File: src/rtl/impact_detector.sv
// Two-channel accelerometer impact detector: L1 magnitude, N-hit streak, valid/ready record, hold-off.
// Optional macro IMPACT_TIMESTAMP_EN captures a free-running cycle counter into evt_time.

module impact_mag_lane #(
    parameter logic [17:0] THRESH = 18'd24000,
    parameter int          HITS   = 3
) (
    input  logic        clk,
    input  logic        rst_n,
    input  logic        i_run,
    input  logic        i_valid,
    input  logic [15:0] i_x,
    input  logic [15:0] i_y,
    input  logic [15:0] i_z,
    output logic [17:0] o_mag,
    output logic        o_reach
);
    localparam logic [3:0] HITS4 = 4'(HITS);

    logic [16:0] r_ax, r_ay, r_az;
    logic        r_v1, r_v2, r_hit;
    logic [17:0] r_mag, w_sum;
    logic [3:0]  r_streak, w_streak_nx;

    // 17-bit result so that abs(-32768) = 32768 is representable
    function automatic logic [16:0] abs17(input logic [15:0] v);
        logic [16:0] e;
        e = {v[15], v};
        return v[15] ? (~e + 17'd1) : e;
    endfunction

    assign w_sum = 18'(r_ax) + 18'(r_ay) + 18'(r_az);

    always_comb begin
        w_streak_nx = r_streak;
        if (r_v2) begin
            if (!r_hit)
                w_streak_nx = 4'd0;
            else if (r_streak >= HITS4)
                w_streak_nx = HITS4;
            else
                w_streak_nx = r_streak + 4'd1;
        end
    end

    // i_run low clears the in-flight valids and the streak so re-arm needs a fresh run
    always_ff @(posedge clk or negedge rst_n) begin
        if (!rst_n) begin
            r_v1     <= 1'b0;
            r_v2     <= 1'b0;
            r_ax     <= '0;
            r_ay     <= '0;
            r_az     <= '0;
            r_mag    <= '0;
            r_hit    <= 1'b0;
            r_streak <= '0;
        end else begin
            r_v1 <= i_valid & i_run;
            r_v2 <= r_v1 & i_run;
            if (i_valid) begin
                r_ax <= abs17(i_x);
                r_ay <= abs17(i_y);
                r_az <= abs17(i_z);
            end
            if (r_v1) begin
                r_mag <= w_sum;
                r_hit <= (w_sum > THRESH);
            end
            r_streak <= i_run ? w_streak_nx : 4'd0;
        end
    end

    assign o_mag   = r_mag;
    assign o_reach = r_v2 & r_hit & (w_streak_nx == HITS4);
endmodule

module impact_detector #(
    parameter logic [17:0] THRESH  = 18'd24000,
    parameter int          HITS    = 3,
    parameter int          HOLDOFF = 100000000
) (
    input  logic        clk,
    input  logic        reset_top_n,
    input  logic        s0_valid,
    input  logic [15:0] s0_x,
    input  logic [15:0] s0_y,
    input  logic [15:0] s0_z,
    input  logic        s1_valid,
    input  logic [15:0] s1_x,
    input  logic [15:0] s1_y,
    input  logic [15:0] s1_z,
    output logic        evt_valid,
    input  logic        evt_ready,
    output logic [1:0]  evt_src,
    output logic [17:0] evt_peak,
    output logic [7:0]  evt_count,
    output logic [31:0] evt_time,
    output logic        armed
);
    localparam int NCH = 2;
    localparam int HW  = (HOLDOFF > 1) ? $clog2(HOLDOFF) : 1;
    localparam logic [HW-1:0] HOLD_LOAD = HW'(HOLDOFF - 1);

    typedef enum logic [1:0] {ST_ARMED, ST_REPORT, ST_HOLDOFF} state_t;

    state_t                     r_state, w_state_nx;
    logic [NCH-1:0]             w_vld, w_reach;
    logic [NCH-1:0][15:0]       w_x, w_y, w_z;
    logic [NCH-1:0][17:0]       w_mag;
    logic [17:0]                w_m0, w_m1, w_peak;
    logic                       w_trig, w_run, w_hold_load;
    logic [HW-1:0]              r_hold;
    logic [1:0]                 r_src;
    logic [17:0]                r_peak;
    logic [7:0]                 r_count;

    assign w_vld = {s1_valid, s0_valid};
    assign w_x   = {s1_x, s0_x};
    assign w_y   = {s1_y, s0_y};
    assign w_z   = {s1_z, s0_z};

    for (genvar g = 0; g < NCH; g++) begin : g_lane
        impact_mag_lane #(.THRESH(THRESH), .HITS(HITS)) u_lane (
            .clk     (clk),
            .rst_n   (reset_top_n),
            .i_run   (w_run),
            .i_valid (w_vld[g]),
            .i_x     (w_x[g]),
            .i_y     (w_y[g]),
            .i_z     (w_z[g]),
            .o_mag   (w_mag[g]),
            .o_reach (w_reach[g])
        );
    end

    assign w_trig = (r_state == ST_ARMED) & (|w_reach);
    assign w_run  = (r_state == ST_ARMED) & ~w_trig;

    always_comb begin
        w_m0   = w_reach[0] ? w_mag[0] : 18'd0;
        w_m1   = w_reach[1] ? w_mag[1] : 18'd0;
        w_peak = (w_m1 > w_m0) ? w_m1 : w_m0;
    end

    always_ff @(posedge clk or negedge reset_top_n) begin
        if (!reset_top_n)
            r_state <= ST_ARMED;
        else
            r_state <= w_state_nx;
    end

    always_comb begin
        w_state_nx  = r_state;
        w_hold_load = 1'b0;
        evt_valid   = 1'b0;
        armed       = 1'b0;
        case (r_state)
            ST_ARMED: begin
                armed = 1'b1;
                if (w_trig) w_state_nx = ST_REPORT;
            end
            ST_REPORT: begin
                evt_valid = 1'b1;
                if (evt_ready) begin
                    w_hold_load = 1'b1;
                    w_state_nx  = ST_HOLDOFF;
                end
            end
            ST_HOLDOFF: begin
                if (r_hold == '0) w_state_nx = ST_ARMED;
            end
            default: w_state_nx = ST_ARMED;
        endcase
    end

    always_ff @(posedge clk or negedge reset_top_n) begin
        if (!reset_top_n) begin
            r_hold  <= '0;
            r_src   <= '0;
            r_peak  <= '0;
            r_count <= '0;
        end else begin
            if (w_hold_load)
                r_hold <= HOLD_LOAD;
            else if (r_state == ST_HOLDOFF && r_hold != '0)
                r_hold <= r_hold - HW'(1);
            if (w_trig) begin
                r_src   <= w_reach;
                r_peak  <= w_peak;
                r_count <= r_count + 8'd1;
            end
        end
    end

    assign evt_src   = r_src;
    assign evt_peak  = r_peak;
    assign evt_count = r_count;

`ifdef IMPACT_TIMESTAMP_EN
    logic [31:0] r_cyc, r_time;

    always_ff @(posedge clk or negedge reset_top_n) begin
        if (!reset_top_n) begin
            r_cyc  <= '0;
            r_time <= '0;
        end else begin
            r_cyc <= r_cyc + 32'd1;
            if (w_trig) r_time <= r_cyc;
        end
    end

    assign evt_time = r_time;
`else
    assign evt_time = 32'd0;
`endif
endmodule

File: config.mk
export PLATFORM = sky130hd
export DESIGN_NAME = impact_detector
export DESIGN_NICKNAME = d
export VERILOG_FILES = /design/src/rtl/impact_detector.sv
export SDC_FILE = /design/constraint.sdc
export NUM_CORES = 1
export LEC_CHECK = 0
export CAP_MARGIN = 20
export CORE_MARGIN = 2
export CORE_UTILIZATION = 57
export DETAILED_ROUTE_END_ITERATION = 6
export MAX_ROUTING_LAYER = met4
export PLACE_DENSITY = 0.87
export SYNTH_ARGS = -nofsm -noshare
export SYNTH_HDL_FRONTEND = slang
export SYNTH_SLANG_ARGS = --single-unit
File: constraint.sdc
create_clock -name clk -period 5.2 [get_ports clk]
set_input_delay 0.52 -clock clk [delete_from_list [all_inputs] [get_ports clk]]
set_output_delay 0.52 -clock clk [all_outputs]
set_load 0.01 [all_outputs]
* Word level (Yosys, flattened, before mapping)
Index checks and enable logic that the tools add are counted.
** Word-level totals
- Flip-flop bits (word level) :: 209
- Input bits :: 101
- Output and inout bits :: 62
- Word-level logic and storage cells :: 98
** Cells by class
- Add/sub/neg operators :: 14
- Order comparisons :: 5
- Eq/ne operators :: 7
- Mux-type cells :: 27
- Bitwise logic cells :: 17
- Reduce and logical (&&, ||, !) cells :: 7
** Operators by type and width (number)
- adder 17 x 1 -> 17 bit, second input constant :: 6
- two-way mux 17 bit :: 6
- NOT 17 bit :: 6
- two-way mux 18 bit :: 3
- two-way mux 27 bit :: 2
- adder 17 x 17 -> 18 bit :: 2
- adder 18 x 17 -> 18 bit :: 2
- greater-than comparator 18 x 15 -> 1 bit, second input constant :: 2
- two-way mux 4 bit :: 8
- zero test 27 bit :: 1
- nonzero test 27 bit :: 1
- subtractor 27 x 1 -> 27 bit, second input constant :: 1
- greater-than comparator 18 bit :: 1
- bitwise AND 1 bit :: 10
- adder 4 x 1 -> 4 bit, second input constant :: 2
- adder 8 x 1 -> 8 bit, second input constant :: 1
- equality test 4 x 2 -> 1 bit, second input constant :: 2
- >= comparator 4 x 2 -> 1 bit, second input constant :: 2
- two-way mux 2 bit :: 3
- inequality test 2 bit, second input constant :: 3
- case mux 2 bit (3 select lines) :: 1
- two-way mux 1 bit :: 4
- AND reduction 3 bit :: 1
- equality test 2 x 1 -> 1 bit, second input constant :: 1
- 6 further kinds :: 6

* Depth between registers and ports, before layout
Gate-level depths: netlist of run 1.
- Depth in word-level cells :: 11
- Mapped depth :: 18

* Cells and area by module
A second synthesis of run 1 with hierarchy kept.
** Second synthesis, totals
- Cell total of the unflattened synthesis :: 1421
- Area total of the unflattened synthesis :: 13406.6 µm²
** By module, submodules not included
- impact_mag_lane at g_lane[0].u_lane :: instances 1, cells an instance 491, area an instance 4823.4 µm²
- impact_mag_lane at g_lane[1].u_lane :: instances 1, cells an instance 479, area an instance 4769.6 µm²
- impact_detector :: instances 1, cells an instance 451, area an instance 3813.7 µm²

* Worst setup path before layout of run 1
OpenSTA, ideal clock, no wires.
- Path type :: register -> register
- From :: reg g_lane[0].u_lane.r_streak[0]
- To :: reg r_peak[13], in the netlist evt_peak[13]
- Library setup time :: 0.126 ns
- Arrival :: 3.844 ns
- Setup slack :: 1.230 ns
- Stages on the path, launching flop included :: 19
- Buffers on the path :: 4
- Period minus slack after synthesis :: 3.970 ns
- Cell sequence :: dfrtp_1 ha_1 inv_1 o21ai_0 and3_1 clkbuf_1 buf_1 nand2_1 ha_1 a21o_1 a21o_1 a211oi_1 o21ai_0 a221oi_1 o21ai_0 and3_1 clkbuf_1 clkbuf_1 a221o_1
** On the way
- Cells in the longest elaborated chain, start to end :: 9
- Elaborated cells on any way between the ends :: 12
- Those cells by class :: 1 x add/sub; 2 x order compare; 1 x eq/ne; 5 x mux; 2 x bitwise; 1 x reduce/logical
** Ends and longest elaborated chain
- start, declared :: RTL line 23 : logic [3:0] r_streak, w_streak_nx;
- start signal, assigned :: RTL line 69 : r_streak <= i_run ? w_streak_nx : 4'd0;
- adder 4 x 1 -> 4 bit or >= comparator 4 x 2 -> 1 bit (tied branches) :: RTL line 42, 39
- two-way mux 4 bit :: RTL line 39 : else if (r_streak >= HITS4)
- two-way mux 4 bit :: RTL line 37 : if (!r_hit)
- two-way mux 4 bit (*) :: RTL line 36 : if (r_v2) begin
- equality test 4 x 2 -> 1 bit (*) :: RTL line 74 : assign o_reach = r_v2 & r_hit & (w_streak_nx == HITS4);
- bitwise AND 1 bit (*) :: RTL line 74
- two-way mux 18 bit :: RTL line 140 : w_m0 = w_reach[0] ? w_mag[0] : 18'd0;
- greater-than comparator 18 bit :: RTL line 142 : w_peak = (w_m1 > w_m0) ? w_m1 : w_m0;
- two-way mux 18 bit :: RTL line 142
- end signal, assigned :: RTL line 189 : r_peak <= w_peak;
- end, declared :: RTL line 114 : logic [17:0] r_peak;
Every way passes the cells marked *; elsewhere a longest branch is shown, timed or not.
A chain may end at the register's enable or synchronous reset.

* Final worst setup path of run 1
- From :: reg g_lane[0].u_lane.r_streak[0]
- To :: reg r_peak[15], in the netlist evt_peak[15]
The elaborated chain is that of the path after synthesis.

==> results of run 1 <==
-- worst max-delay path, stage by stage (launching register included) --
cell,delay (ns)
dfrtp_1,0.42
ha_1,0.30
inv_1,0.05
o21ai_0,0.18
and3_1,0.68
nand2_1,0.12
ha_1,0.32
a21o_1,0.18
a21o_1,0.18
a211oi_1,0.23
o21ai_0,0.12
a221oi_1,0.30
o21ai_0,0.16
and3_1,0.45
a221o_1,0.47
-- path summary, 6_finish.rpt --
kind	endpoint	cells after the start	start
setup reg to reg	evt_peak[15]	14	g_lane[0].u_lane.r_streak[0]
setup / recovery	evt_peak[15]	14	g_lane[0].u_lane.r_streak[0]
max in group asynchronous	g_lane[0].u_lane.r_ax[14]	2	reset_top_n
hold reg to reg	evt_src[1]	1	evt_src[1]
min in group clk	evt_src[1]	1	evt_src[1]
hold / removal	g_lane[1].u_lane.r_streak[3]	1	reset_top_n
-- through the flow --
step	total power [µW]	instances	setup WS, ns
finish	6660	1724	0.918
CTS	6670	1724	0.980
global placement	4900	1684	1.23
detailed placement	5010	1684	1.02
global route	7090	1724	0.573
floorplan	4170	1343	1.23
-- flip-flops by register name (all words and copies together) (netlist names) --
signal and count:
g_lane.u_lane.o_mag 36, g_lane.u_lane.r_ax 34, g_lane.u_lane.r_ay 34, g_lane.u_lane.r_az 34
r_hold 27, evt_peak 18, evt_count 8, g_lane.u_lane.r_streak 8
evt_src 2, g_lane.u_lane.r_hit 2, g_lane.u_lane.r_v1 2, g_lane.u_lane.r_v2 2
r_state 2
-- layout by cell type, fill, tap and decap left out, drive strengths merged, types with 42 or more instances in the layout --
cell / n
inv: 53
xnor2: 42
nor2: 123
nand2: 101
clkdlybuf4s50: 127
dfrtp: 209
ha: 60
and2: 45
o21ai: 52
xor2: 89
a21oi: 109
-- cell type report --
cell class              instances  area share
multi-input cells            1007       0.475
flip-flops and latches        209       0.349
well taps                     280      0.0234
inverters                      52      0.0130
clock buffers                  27      0.0401
clock inverters                13     0.00986
repair buffers                136      0.0895
-- power groups by stage --
stage	Sequential, µW	Combinational, µW	Clock (µW)
after floorplan	2310	1870	0
after global placement	2450	2450	0
after detailed placement	2460	2540	0
after CTS	2450	2580	1640
after global routing	2500	2880	1710
final	2460	2580	1620
-- routing by layer --
metal	GRT usage	share of wire	up-vias
met2	0.406	0.47	246
met1	0.342	0.46	4825
met4	0.0730	0.028	0
met3	0.0290	0.041	64
li1	-	-	4778
met5	-	0	-
-- logic make-up after synthesis --
| group | after synthesis |
|---|---|
| other cells | 1 |
| fa+ha+maj | 96 |
| compound gates | 273 |
| buf+inv | 127 |
| xor+xnor | 131 |
| simple gates | 435 |
| flops | 209 |
| mux | 40 |
==> run metrics, run 1 <==
max_cap viols 0; xor/xnor share of the synthesized area 0.0895; outcome completed; Worst setup EP type flip-flop; switch share 0.362; DRT iter0 DRCs 589; area post-placement 14200 µm²; worst-skew pair later-pin latency 0.51 ns; full die area 23700 µm²; YS warnings 0; largest net degree at the start of global routing 100; Cell Int Power 4250 µW; final WL 28900 µm; Starting Density 0.584; CTS tree yes; Util after Layout 0.682; fraction of the mapped netlist area in simple logic gates 0.171; final setup violating endpoints 0; DR DRC count 0; antenna-violating nets left 0; Die Ht 154 µm; Sum Neg Setup Slack 0 ns; final worst path period share 0.824; post-CTS resize count 0; initial antenna violation count 0; post-synth top area share 0.408; Die Span X 154 µm; fin. max-slew vios 0; Synth Area in Adders 0.115; main combinational cell family by area after synthesis simple AND/OR/NAND/NOR gates; area of the multi-input gates 7110 µm²; clock-pin slew on the worst setup and hold paths 0.06 ns; Pwr Density 444 nW/µm²; GRT overflow 0; Cells after Synth 1312; hold_ws 0.0610 ns; storage element area 5230 µm²; CTS HTree Levels 1; Max IR drop VDD 0.214 mV; EDFF count, synth 0; area leader, netlist dfrtp_1; Setup CP Type flip-flop to flip-flop; mux cell area share after synthesis 0.0341; FP Rows 54; Area contributors post-synth dfrtp_1, xor2_1, ha_1; DR vias/cell 5.75; Commonest cells post-synth dfrtp_1, nor2_1, a21oi_1; hpwl dp 21600 µm; Post-CTS Setup Bufs 0; Root Buffer clkbuf_16; Setup Skew 0.00794 ns; most frequent cell after synthesis dfrtp_1; first-pass GRT wire length 47800 µm; Worst slew margin 0.363; Seq cells post-synth 209; GRT Overall Usage 0.253; R2R setup slack 0.92 ns; Max clock buf depth 3; Worst setup SP type flip-flop; CTS Hold Bufs 0; Final min period 4.28 ns; Synth Area in Compound Gates 0.136; clock sinks 209; Fmax 234 MHz; I/O Pins 163; DR pass1 iterations 5; vias 9913; vias in the first global route 9734; RSZ-0062 raised after global routing no; Post-Syn Area 12800 µm²; Seq pwr share 0.369; Clk network pwr share 0.243; number of filler cells placed in the layout 1685; post-synthesis cell type count 66; cell area after layout 15000 µm²; layout cells sized above 1 0.0623; Net Switching 2410 µW; fin nets 1626; WP data required 5.59 ns; WL/cell 16.8 µm; top_reg_cell synth dfrtp_1; Worst EP arrival 4.67 ns; Area Growth Syn to Fin 16.8%; Port Buf Inserts 130; worst-margin pin slew 0.956 ns; CTS buffer count 23; Placer Congestion 0.881; synthesized area per cell 9.77 µm²; sequential area share after synthesis 0.408; core box area 22000 µm²; Async SR Flop Fraction 1.00; ant diodes 0; Comb pwr share 0.388; Crit Path Max Fanout 22; P_leak 0.00648 µW; final hold vios 0; Hold Crit Class input pin to asynchronous set/reset pin
No activity file was read; power rests on OpenSTA's default activity.
==> run 2, diff against run 1 <==
clock period = 3.95 ns   (was 5.2 ns; I/O delays follow)
==> run 2 against run 1 <==
Compared with the run above:
- worst hold slack got worse by 0.070 ns
- utilization increased by 0.38 points
- critical path type unchanged
- the flow now finishes with violations (negative hold slack)
- largest cell class unchanged
- sequential share of layout area decreased by 0.19 points
- critical endpoint is now evt_peak[4]
==> run metrics, run 2 (synthesized netlist as in run 1, its figures left out) <==
outcome finished with violations (was completed); failing checks negative hold slack; final setup violating endpoints 0 (unchanged); Placer Congestion 0.920 (was 0.881); Net Switching 3220 µW (was 2410 µW); hpwl dp 22000 µm (was 21600 µm); Area Growth Syn to Fin 17.4% (was 16.8%); CTS Hold Bufs 0 (unchanged); Fmax 266 MHz (was 234 MHz); antenna-violating nets left 0 (unchanged); full die area 23700 µm² (unchanged); Worst slew margin 0.367 (was 0.363); Die Ht 154 µm (unchanged); WL/cell 17.1 µm (was 16.8 µm); Layout Cells excl Fill 1728 (was 1724); largest net degree at the start of global routing 105 (was 100); P_leak 0.00651 µW (was 0.00648 µW); CTS tree yes (unchanged); hold_ws -0.00924 ns (was 0.0610 ns); Crit Path Max Fanout 18 (was 22); crit-path leading delay family compound AO/OA/AOI/OAI gates (unchanged); CTS HTree Levels 1 (unchanged); Final min period 3.76 ns (was 4.28 ns); WP data required 4.33 ns (was 5.59 ns); vias 9964 (was 9913); CTS buffer count 23 (unchanged); Pwr Density 588 nW/µm² (was 444 nW/µm²); Hold Crit Class input pin to asynchronous set/reset pin (unchanged); most common cell after layout, fill and taps aside dfrtp_1 (unchanged); worst-skew pair later-pin latency 0.51 ns (about the same); WP buf/inv 0 (was 1); max_cap viols 0 (unchanged); Clk network pwr share 0.244 (was 0.243); Die Span X 154 µm (unchanged); first-pass GRT wire length 49300 µm (was 47800 µm); I/O Pins 163 (unchanged); core box area 22000 µm² (unchanged); Root Buffer clkbuf_16 (unchanged); final hold vios 4 (was 0); DR vias/cell 5.77 (was 5.75); Max clock buf depth 3 (unchanged); ant diodes 0 (unchanged); GRT Overall Usage 0.261 (was 0.253); number of filler cells placed in the layout 1670 (was 1685); crit-path cells ha_1 -> nor3_2 -> o21ai_0 -> and3_2 -> and2_1 -> ha_1 -> a21o_1 -> a21o_1 -> a211oi_1 -> o21ai_0 -> a221oi_1 -> o21ai_1 -> and3_4 -> a221o_1 (was ha_1 -> inv_1 -> o21ai_0 -> and3_1 -> nand2_1 -> ha_1 -> a21o_1 -> a21o_1 -> a211oi_1 -> o21ai_0 -> a221oi_1 -> o21ai_0 -> and3_1 -> a221o_1); CP max stage cell dfrtp_1 (was and3_1); Worst setup EP type flip-flop (unchanged); Util after Layout 0.686 (was 0.682); DR DRC count 0 (unchanged); fin nets 1630 (was 1626); Port Buf Inserts 130 (unchanged); Cell Int Power 5640 µW (was 4250 µW); placed cell count 1687 (was 1684); layout cells sized above 1 0.0663 (was 0.0623); Post-CTS Setup Bufs 0 (unchanged); GRT overflow 0 (unchanged); Seq pwr share 0.366 (was 0.369); commonest cells after routing, fill and taps aside dfrtp_1, clkdlybuf4s50_1, nor2_1 (unchanged); max reg flops 36 (unchanged); switch share 0.364 (was 0.362); worst-margin pin slew 0.950 ns (was 0.956 ns); Worst setup SP type flip-flop (unchanged); clock-pin slew on the worst setup and hold paths 0.06 ns (about the same); vias in the first global route 10.0k (was 9734); DR pass1 iterations 4 (was 5); final worst path period share 0.953 (was 0.824); Comb pwr share 0.390 (was 0.388); clock sinks 209 (unchanged); Setup Skew 0.0145 ns (was 0.00794 ns); Starting Density 0.584 (unchanged); Max IR drop VDD 0.303 mV (was 0.214 mV); initial antenna violation count 0 (unchanged); Setup CP Type flip-flop to flip-flop (unchanged); Worst EP arrival 4.15 ns (was 4.67 ns); FP Rows 54 (unchanged); CP max stage delay 0.42 ns (was 0.68 ns); fin. max-slew vios 0 (unchanged); final WL 29600 µm (was 28900 µm); DRT iter0 DRCs 604 (was 589)
-- run 2: cell types whose count changed in the layout (fill, tap and decap cells not counted), moves of 2 or more --
cell | previous run | this run
and3_1 | 9 | 7
inv_6 | 2 | 0
buf_12 | 0 | 2
clkinv_2 | 8 | 4
clkbuf_8 | 2 | 7
-- run 2: power groups by stage --
stage / Combinational (µW) / Clock [µW] / Sequential [µW]
final: 3450 / 2160 / 3240
after global routing: 3860 / 2260 / 3300
after CTS: 3450 / 2190 / 3230
after detailed placement: 3390 / 0 / 3260
after global placement: 3240 / 0 / 3240
after floorplan: 2460 / 0 / 3030
-- run 2: layout make-up --
class	count	area [µm²]	share of cell area
Multi-Input combinational cell	1007	7120	0.473
Sequential cell	209	5230	0.347
Timing Repair Buffer	140	1400	0.0929
Clock buffer	33	673	0.0447
Tap cell	280	350	0.0233
Inverter	52	195	0.0130
Clock inverter	7	87.6	0.00582
-- run 2: metal layers --
layer | up-vias | part of all wire | track usage
met4 | 0 | 0.022 | 0.0628
met2 | 288 | 0.48 | 0.426
met3 | 48 | 0.051 | 0.0310
met1 | 4852 | 0.44 | 0.352
met5 | - | 0 | -
li1 | 4776 | - | -
-- run 2: through the flow --
step	power, µW	instance area (µm²)	setup slack (ns)	TNS [ns]
finish	8850	15100	0.188	0
global route	9430	15100	-0.00608	-0.00608
CTS	8870	15000	0.0599	0
detailed placement	6640	14300	-0.152	-2.36
global placement	6470	14300	0.170	0
floorplan	5500	12900	0.0735	0
-- run 2: final timing paths --
| check | startpoint | endpoint | slack [ns] | cells past startpoint |
|---|---|---|---|---|
| max | g_lane[1].u_lane.r_streak[0] | evt_peak[4] | 0.19 | 14 |
| min | reset_top_n | r_hold[17] | -0.009 | 1 |
| max reg2reg | g_lane[1].u_lane.r_streak[0] | evt_peak[4] | 0.19 | 14 |
| min reg2reg | evt_count[7] | evt_count[7] | 0.47 | 1 |
| max in group asynchronous | reset_top_n | g_lane[0].u_lane.r_ay[4] | 2.89 | 2 |
| min in group clk | s0_valid | g_lane[0].u_lane.r_ay[14] | 0.26 | 2 |
-- run 2: what timing repair did --
| item | in CTS | in global routing |
|---|---|---|
| pin swaps | 0 | 1 |
| resized for setup | 2 | 3 |
| setup endpoints to repair | 18 | 18 |
